## config.mk

```make
export PLATFORM = sky130hd
export DESIGN_NAME = mem_access_stage
export DESIGN_NICKNAME = d
export VERILOG_FILES = /design/src/rtl/mem_access_stage_pkg.sv /design/src/rtl/mem_lane_align.sv /design/src/rtl/mem_access_stage.sv
export SDC_FILE = /design/constraint.sdc
export NUM_CORES = 1
export LEC_CHECK = 0
export CORE_UTILIZATION = 35
export CTS_CLUSTER_DIAMETER = 80
export DETAILED_ROUTE_END_ITERATION = 6
export GPL_TIMING_DRIVEN = 1
export MAX_ROUTING_LAYER = met4
export PLACE_DENSITY = 0.76
export SKIP_LAST_GASP = 1
export SLEW_MARGIN = 20
export SYNTH_ARGS = -nofsm -noshare
export SYNTH_HDL_FRONTEND = slang
export SYNTH_HIERARCHICAL = 1
export SYNTH_SLANG_ARGS = --single-unit
```

## constraint.sdc

```tcl
create_clock -name clk -period 2 [get_ports clk]
set_clock_uncertainty 0.2 [all_clocks]
set_input_delay 0.3 -clock clk [delete_from_list [all_inputs] [get_ports clk]]
set_output_delay 0.3 -clock clk [all_outputs]
set_load 0.05 [all_outputs]
```

## src/rtl/mem_access_stage_pkg.sv

```systemverilog
// Shared constants, aluop codes and FSM encoding for the MEM stage and its lane helper.
package mem_access_stage_pkg;

  localparam logic        RST_ENABLE    = 1'b1;
  localparam logic [31:0] ZERO_WORD     = 32'h0000_0000;
  localparam logic [4:0]  NOP_REG_ADDR  = 5'b00000;
  localparam logic        WRITE_ENABLE  = 1'b1;
  localparam logic        WRITE_DISABLE = 1'b0;

  localparam int BUS_DATA_W = 32;
  localparam int BUS_ADDR_W = 32;
  localparam int BUS_SEL_W  = 4;

  localparam logic [7:0] EXE_LB_OP  = 8'b1110_0000;
  localparam logic [7:0] EXE_LH_OP  = 8'b1110_0001;
  localparam logic [7:0] EXE_LW_OP  = 8'b1110_0011;
  localparam logic [7:0] EXE_LBU_OP = 8'b1110_0100;
  localparam logic [7:0] EXE_LHU_OP = 8'b1110_0101;
  localparam logic [7:0] EXE_SB_OP  = 8'b1110_1000;
  localparam logic [7:0] EXE_SH_OP  = 8'b1110_1001;
  localparam logic [7:0] EXE_SW_OP  = 8'b1110_1011;

  typedef enum logic [1:0] {
    ST_IDLE = 2'd0,
    ST_REQ  = 2'd1,
    ST_DONE = 2'd2
  } state_t;

  function automatic logic is_load(input logic [7:0] op);
    return (op == EXE_LB_OP) || (op == EXE_LBU_OP) || (op == EXE_LH_OP) ||
           (op == EXE_LHU_OP) || (op == EXE_LW_OP);
  endfunction

  function automatic logic is_store(input logic [7:0] op);
    return (op == EXE_SB_OP) || (op == EXE_SH_OP) || (op == EXE_SW_OP);
  endfunction

endpackage

```

## src/rtl/mem_lane_align.sv

```systemverilog
// Big-endian byte-lane steering: lane enables, store replication, load extraction, alignment check.
module mem_lane_align
  import mem_access_stage_pkg::*;
(
  input  logic [7:0]  aluop,
  input  logic [1:0]  addr_lo,
  input  logic [31:0] reg2,
  input  logic [31:0] rdata,
  output logic [3:0]  sel,
  output logic [31:0] wdata,
  output logic [31:0] load_result,
  output logic        misaligned
);

  function automatic logic [31:0] ext_byte(input logic [7:0] b, input logic sgn);
    logic signed [7:0]  bs;
    logic signed [31:0] s;
    bs = b;
    s  = bs;
    return sgn ? s : {24'b0, b};
  endfunction

  function automatic logic [31:0] ext_half(input logic [15:0] h, input logic sgn);
    logic signed [15:0] hs;
    logic signed [31:0] s;
    hs = h;
    s  = hs;
    return sgn ? s : {16'b0, h};
  endfunction

  logic [7:0]  byte_sel;
  logic [15:0] half_sel;

  always_comb begin
    case (addr_lo)
      2'd0:    byte_sel = rdata[31:24];
      2'd1:    byte_sel = rdata[23:16];
      2'd2:    byte_sel = rdata[15:8];
      default: byte_sel = rdata[7:0];
    endcase
    half_sel = addr_lo[1] ? rdata[15:0] : rdata[31:16];
  end

  always_comb begin
    sel         = '0;
    wdata       = '0;
    load_result = '0;
    misaligned  = 1'b0;
    case (aluop)
      EXE_LB_OP, EXE_LBU_OP, EXE_SB_OP: begin
        sel         = 4'b1000 >> addr_lo;
        wdata       = {4{reg2[7:0]}};
        load_result = ext_byte(byte_sel, aluop == EXE_LB_OP);
      end
      EXE_LH_OP, EXE_LHU_OP, EXE_SH_OP: begin
        sel         = addr_lo[1] ? 4'b0011 : 4'b1100;
        wdata       = {2{reg2[15:0]}};
        load_result = ext_half(half_sel, aluop == EXE_LH_OP);
        misaligned  = addr_lo[0];
      end
      EXE_LW_OP, EXE_SW_OP: begin
        sel         = 4'b1111;
        wdata       = reg2;
        load_result = rdata;
        misaligned  = (addr_lo != 2'b00);
      end
      default: ;
    endcase
  end

endmodule

```

## src/rtl/mem_access_stage.sv

```systemverilog
// MEM pipeline stage: pass-through for ALU results, req/ack bus FSM with stall for loads/stores.
module mem_access_stage
  import mem_access_stage_pkg::*;
#(
  parameter int TIMEOUT = 16,
  parameter int CNT_W   = 5
) (
  input  logic        clk,
  input  logic        rst,
  input  logic [4:0]  wd_i,
  input  logic        wreg_i,
  input  logic [31:0] wdata_i,
  input  logic [7:0]  aluop_i,
  input  logic [31:0] mem_addr_i,
  input  logic [31:0] reg2_i,
  output logic [4:0]  wd_o,
  output logic        wreg_o,
  output logic [31:0] wdata_o,
  output logic        stallreq,
  output logic        addr_err,
  output logic        bus_err,
  output logic        dbus_req,
  output logic        dbus_we,
  output logic [31:0] dbus_addr,
  output logic [3:0]  dbus_sel,
  output logic [31:0] dbus_wdata,
  input  logic        dbus_ack,
  input  logic [31:0] dbus_rdata
);

  state_t           state;
  logic [CNT_W-1:0] cnt;
  logic [31:0]      rdata_q;
  logic             timeout_q;

  logic [3:0]  lane_sel;
  logic [31:0] lane_wdata;
  logic [31:0] load_result;
  logic        misaligned;
  logic        mem_op;
  logic        ld_op;
  logic        st_op;

  assign ld_op  = is_load(aluop_i);
  assign st_op  = is_store(aluop_i);
  assign mem_op = ld_op | st_op;

  // Extraction works on the captured word, since EX/MEM inputs stay frozen until DONE.
  mem_lane_align u_lane_align (
    .aluop       (aluop_i),
    .addr_lo     (mem_addr_i[1:0]),
    .reg2        (reg2_i),
    .rdata       (rdata_q),
    .sel         (lane_sel),
    .wdata       (lane_wdata),
    .load_result (load_result),
    .misaligned  (misaligned)
  );

  always_ff @(posedge clk) begin
    if (rst == RST_ENABLE) begin
      state     <= ST_IDLE;
      cnt       <= '0;
      rdata_q   <= '0;
      timeout_q <= 1'b0;
    end else begin
      case (state)
        ST_IDLE: begin
          if (mem_op && !misaligned) begin
            state     <= ST_REQ;
            cnt       <= '0;
            timeout_q <= 1'b0;
          end
        end
        ST_REQ: begin
          if (dbus_ack) begin
            rdata_q <= dbus_rdata;
            state   <= ST_DONE;
          end else if (cnt == CNT_W'(TIMEOUT - 1)) begin
            timeout_q <= 1'b1;
            state     <= ST_DONE;
          end else begin
            cnt <= cnt + 1'b1;
          end
        end
        default: state <= ST_IDLE;
      endcase
    end
  end

  // Reset forces every output low in the same cycle, dropping an in-flight request.
  always_comb begin
    wd_o       = NOP_REG_ADDR;
    wreg_o     = WRITE_DISABLE;
    wdata_o    = ZERO_WORD;
    stallreq   = 1'b0;
    addr_err   = 1'b0;
    bus_err    = 1'b0;
    dbus_req   = 1'b0;
    dbus_we    = 1'b0;
    dbus_addr  = '0;
    dbus_sel   = '0;
    dbus_wdata = '0;
    if (rst != RST_ENABLE) begin
      wd_o    = wd_i;
      wdata_o = wdata_i;
      case (state)
        ST_IDLE: begin
          if (!mem_op)        wreg_o   = wreg_i;
          else if (misaligned) addr_err = 1'b1;
          else                stallreq = 1'b1;
        end
        ST_REQ: begin
          stallreq   = 1'b1;
          dbus_req   = 1'b1;
          dbus_we    = st_op;
          dbus_addr  = {mem_addr_i[31:2], 2'b00};
          dbus_sel   = lane_sel;
          dbus_wdata = lane_wdata;
        end
        ST_DONE: begin
          if (timeout_q) begin
            bus_err = 1'b1;
          end else if (ld_op) begin
            wreg_o  = wreg_i;
            wdata_o = load_result;
          end
        end
        default: ;
      endcase
    end
  end

endmodule

```

==> impl_metrics.py <==
metrics = {
    "synth": {
        "ys_warn_count": 6,
        "synthArstFlopShare_pct": 0,
        "synth_edf_count": 0,
        "avgSynthCellArea_um2": 7.73,
        "synth_seq_cells": 40,
        "ys.flop_type": "dfxtp_1",
        "netlist_area_um2": 4230,
        "synthTopCellsByArea": "dfxtp_1 (19%), and2_1 (11%), nand2b_1 (9.9%)",
        "seq_area_frac_synth_pct": 18.9,
        "synth_top_cell_by_area": "dfxtp_1",
        "yosysTopAreaCellShare_pct": 18.9,
        "syn-instance-count": 547,
        "ys_types": 60,
    },
    "run_status": {
        "status": "complete, but fails checks",
        "violations": "design-rule violations, negative setup slack",
    },
    "hold_path": {
        "min_from": "cnt[4]",
        "hold_class": "reg -> reg",
        "min_to": "cnt[4]",
        "whs_path_depth": 2,
    },
    "die": {
        "core-area_um2": 11600,
        "die_x_um": 112,
        "fp-row-count": 39,
        "die_h_um": 112,
        "ios": 256,
        "dieArea_um2": 12500,
        "initial_core_util_pct": 36.4,
    },
    "drt": {
        "post_drt_wl_per_cell_um": 29.5,
        "vias": 7035,
        "vias_per_cell": 6.62,
        "route.detailed.drc": 29,
        "dr.pass1.iters": 7,
        "ant_nets": 0,
        "routed_wirelength_mm": 31.4,
        "dr.first_iter.drc_count": 947,
    },
    "pwr": {
        "power.leakage_nw": 4.15,
        "peakVddDrop_mv": 0.946,
        "switching_power_mw": 0.941,
        "pwr-share-seq_pct": 26.6,
        "internal-power_mw": 2.08,
        "combPwrFrac_pct": 39.6,
        "p_per_area_nw_per_um2": 285,
        "clock_power_share_pct": 33.8,
        "sw_frac_of_total_pct": 31.1,
    },
    "timing": {
        "fin_crit_ns": 2.74,
        "timing.final.max_slew_violations": 0,
        "rsz0062_at_grt": "yes",
        "tightest_slew_ns": 0.689,
        "max-slew-margin-rel_pct": 53.9,
        "whs_ns": 0.352,
        "setup_violations": 139,
        "finalCritPeriodShare_pct": 137,
        "worst_slack_ns": -0.740,
        "finalHoldViolCount": 0,
        "finalSetupTns_ns": -64.12,
        "fmaxAchievable_mhz": 365,
    },
    "grt": {
        "antenna_found_initial": 1,
        "grt_max_degree": 40,
        "grt_pass1_vias": 6643,
        "overflow": 0,
        "track_usage_pct": 44.0,
        "grt_first_pass_wirelength_mm": 40.7,
    },
    "setup_path": {
        "start_kind": "input port",
        "crit_fanout": 9,
        "worst_setup_path_end_kind": "output port",
        "r2r-end": "cnt[2]",
        "crit_arrival_ns": 2.24,
        "r2r_slack_ns": -0.58,
        "worst-setup-path-type": "in -> out",
        "r2r_cells": 8,
        "worstReg2RegStart": "cnt[0]",
        "worstPathRequired_ns": 1.50,
    },
    "clock_network": {
        "clock_sinks": 40,
        "root_buffer": "clkbuf_16",
        "cts_tree": "yes",
        "clk_latency_ns": 0.29,
        "clk_pin_slew_ns": 0.07,
        "htree_levels": 2,
        "clk_path_buf_depth": 2,
        "cts_buffers": 5,
    },
    "finish": {
        "drive_above_1_share_pct": 50.7,
        "nets": 1065,
        "utilization_pct": 91.3,
        "syn_to_final_growth_pct": 151,
        "fin_cells": 1063,
    },
    "placement": {
        "port_buffers": 253,
        "place_inst": 1001,
        "globalplace.congestion": 0.981,
        "pre_cts_ws_ns": -0.983,
        "hpwlAfterDp_mm": 15.7,
    },
    "flow_run": {
        "maxCapViolCount": 0,
    },
}
## cell type report
type,count,area [um2]
Multi-Input combinational cell,451,3990
Inverter,7,31.3
Sequential cell,40,821
Antenna cell,1,2.50
Tap cell,143,179
Timing Repair Buffer,413,5390
Clock inverter,1,30.0
Fill cell,416,1010
Clock buffer,7,153
## power by group through the flow
stage	clock network [mW]	registers (mW)	logic (mW)
floorplan	0	0.821	0.420
global placement	0	0.821	0.983
detailed placement	0	0.821	1.00
CTS	0.971	0.804	1.09
global route	1.05	0.804	1.22
finish	1.02	0.804	1.20
## what timing repair did
action,4_1_cts,5_1_grt
hold buffers,0,0
endpoints found under the hold margin,0,0
buffers inserted,31,12
setup endpoints to repair,109,142
pin swaps,70,39
resized for setup,213,45
cloned,14,3
## layer usage
layer | wire (um) | track usage (%) | up-vias
met5 | 0 | - | -
met4 | 3120 | 25.7 | 0
met3 | 4050 | 8.38 | 311
met2 | 14300 | 72.8 | 805
met1 | 9880 | 49.6 | 3226
li1 | - | - | 2693
## stage by stage
stage          total power, mW  instance area (um2)
4_1_cts                   2.87                10300
3_5_place_dp              1.83                 9100
6_report                  3.02                10600
5_1_grt                   3.07                10600
3_3_place_gp              1.80                 9100
2_1_floorplan             1.24                 4750
## sequential cells by signal, summed over array words and instances (netlist names)
name,flops
timeout_q,1
rdata_q,32
state,2
cnt,5
## how the worst max path moves through the flow
stage                   from     endpoint  slack, ns
2_1_floorplan     aluop_i[4]   wdata_o[0]      -0.36
3_3_place_gp   mem_addr_i[0]  wdata_o[29]      -0.86
3_5_place_dp   mem_addr_i[0]  wdata_o[23]      -0.98
4_1_cts          rdata_q[23]  wdata_o[23]      -0.52
5_1_grt           aluop_i[2]  dbus_sel[2]      -0.83
6_report          aluop_i[2]  dbus_sel[3]      -0.74
## worst max-delay path: stages
cell	delay, ns
buf_4	0.15
buf_4	0.16
a21oi_1	0.46
buf_4	0.26
nand2_1	0.14
o31ai_1	0.39
and2_4	0.24
buf_12	0.14
## synthesized netlist by cell type, types with 3 or more instances
library cell / n
buf_8: 3
a22o_1: 16
mux4_1: 5
nand3_1: 3
nand2_1: 73
and4_1: 8
nor2_1: 13
and2_1: 75
a221o_1: 16
buf_2: 16
dfxtp_1: 40
mux4_2: 3
nor2b_1: 6
nand4_1: 15
o31ai_1: 3
nand2b_1: 67
a21oi_1: 34
clkbuf_1: 26
inv_1: 6
o21ai_0: 17
mux2i_1: 40
and3_1: 3
nor3_1: 3
o2bb2ai_1: 8
## cells by family after synthesis
family	share of synthesized area, %
simple gates	39.5
other cells	0.0887
buf+inv	6.87
mux	14.7
flops	18.9
compound gates	18.6
fa+ha+maj	0.592
xor+xnor	0.622
## layout by cell type (no fill, tap or decap), types with 5 or more instances in the layout
cell type / n
mux2i_1: 8
buf_6: 35
a221o_1: 16
o2bb2ai_1: 7
mux2i_4: 32
dfxtp_1: 26
clkdlybuf4s50_1: 133
buf_12: 118
o21ai_1: 5
a22o_1: 16
inv_1: 5
nand2_1: 69
dfxtp_2: 13
mux4_2: 6
buf_16: 9
nand2b_1: 66
o21ai_2: 9
nor2_1: 7
and2_1: 8
and2_4: 67
clkbuf_16: 8
nor2b_1: 5
nand4_1: 15
a21oi_1: 31
buf_8: 10
buf_4: 100
and4_1: 8
Power figures use the tool's default switching activity.
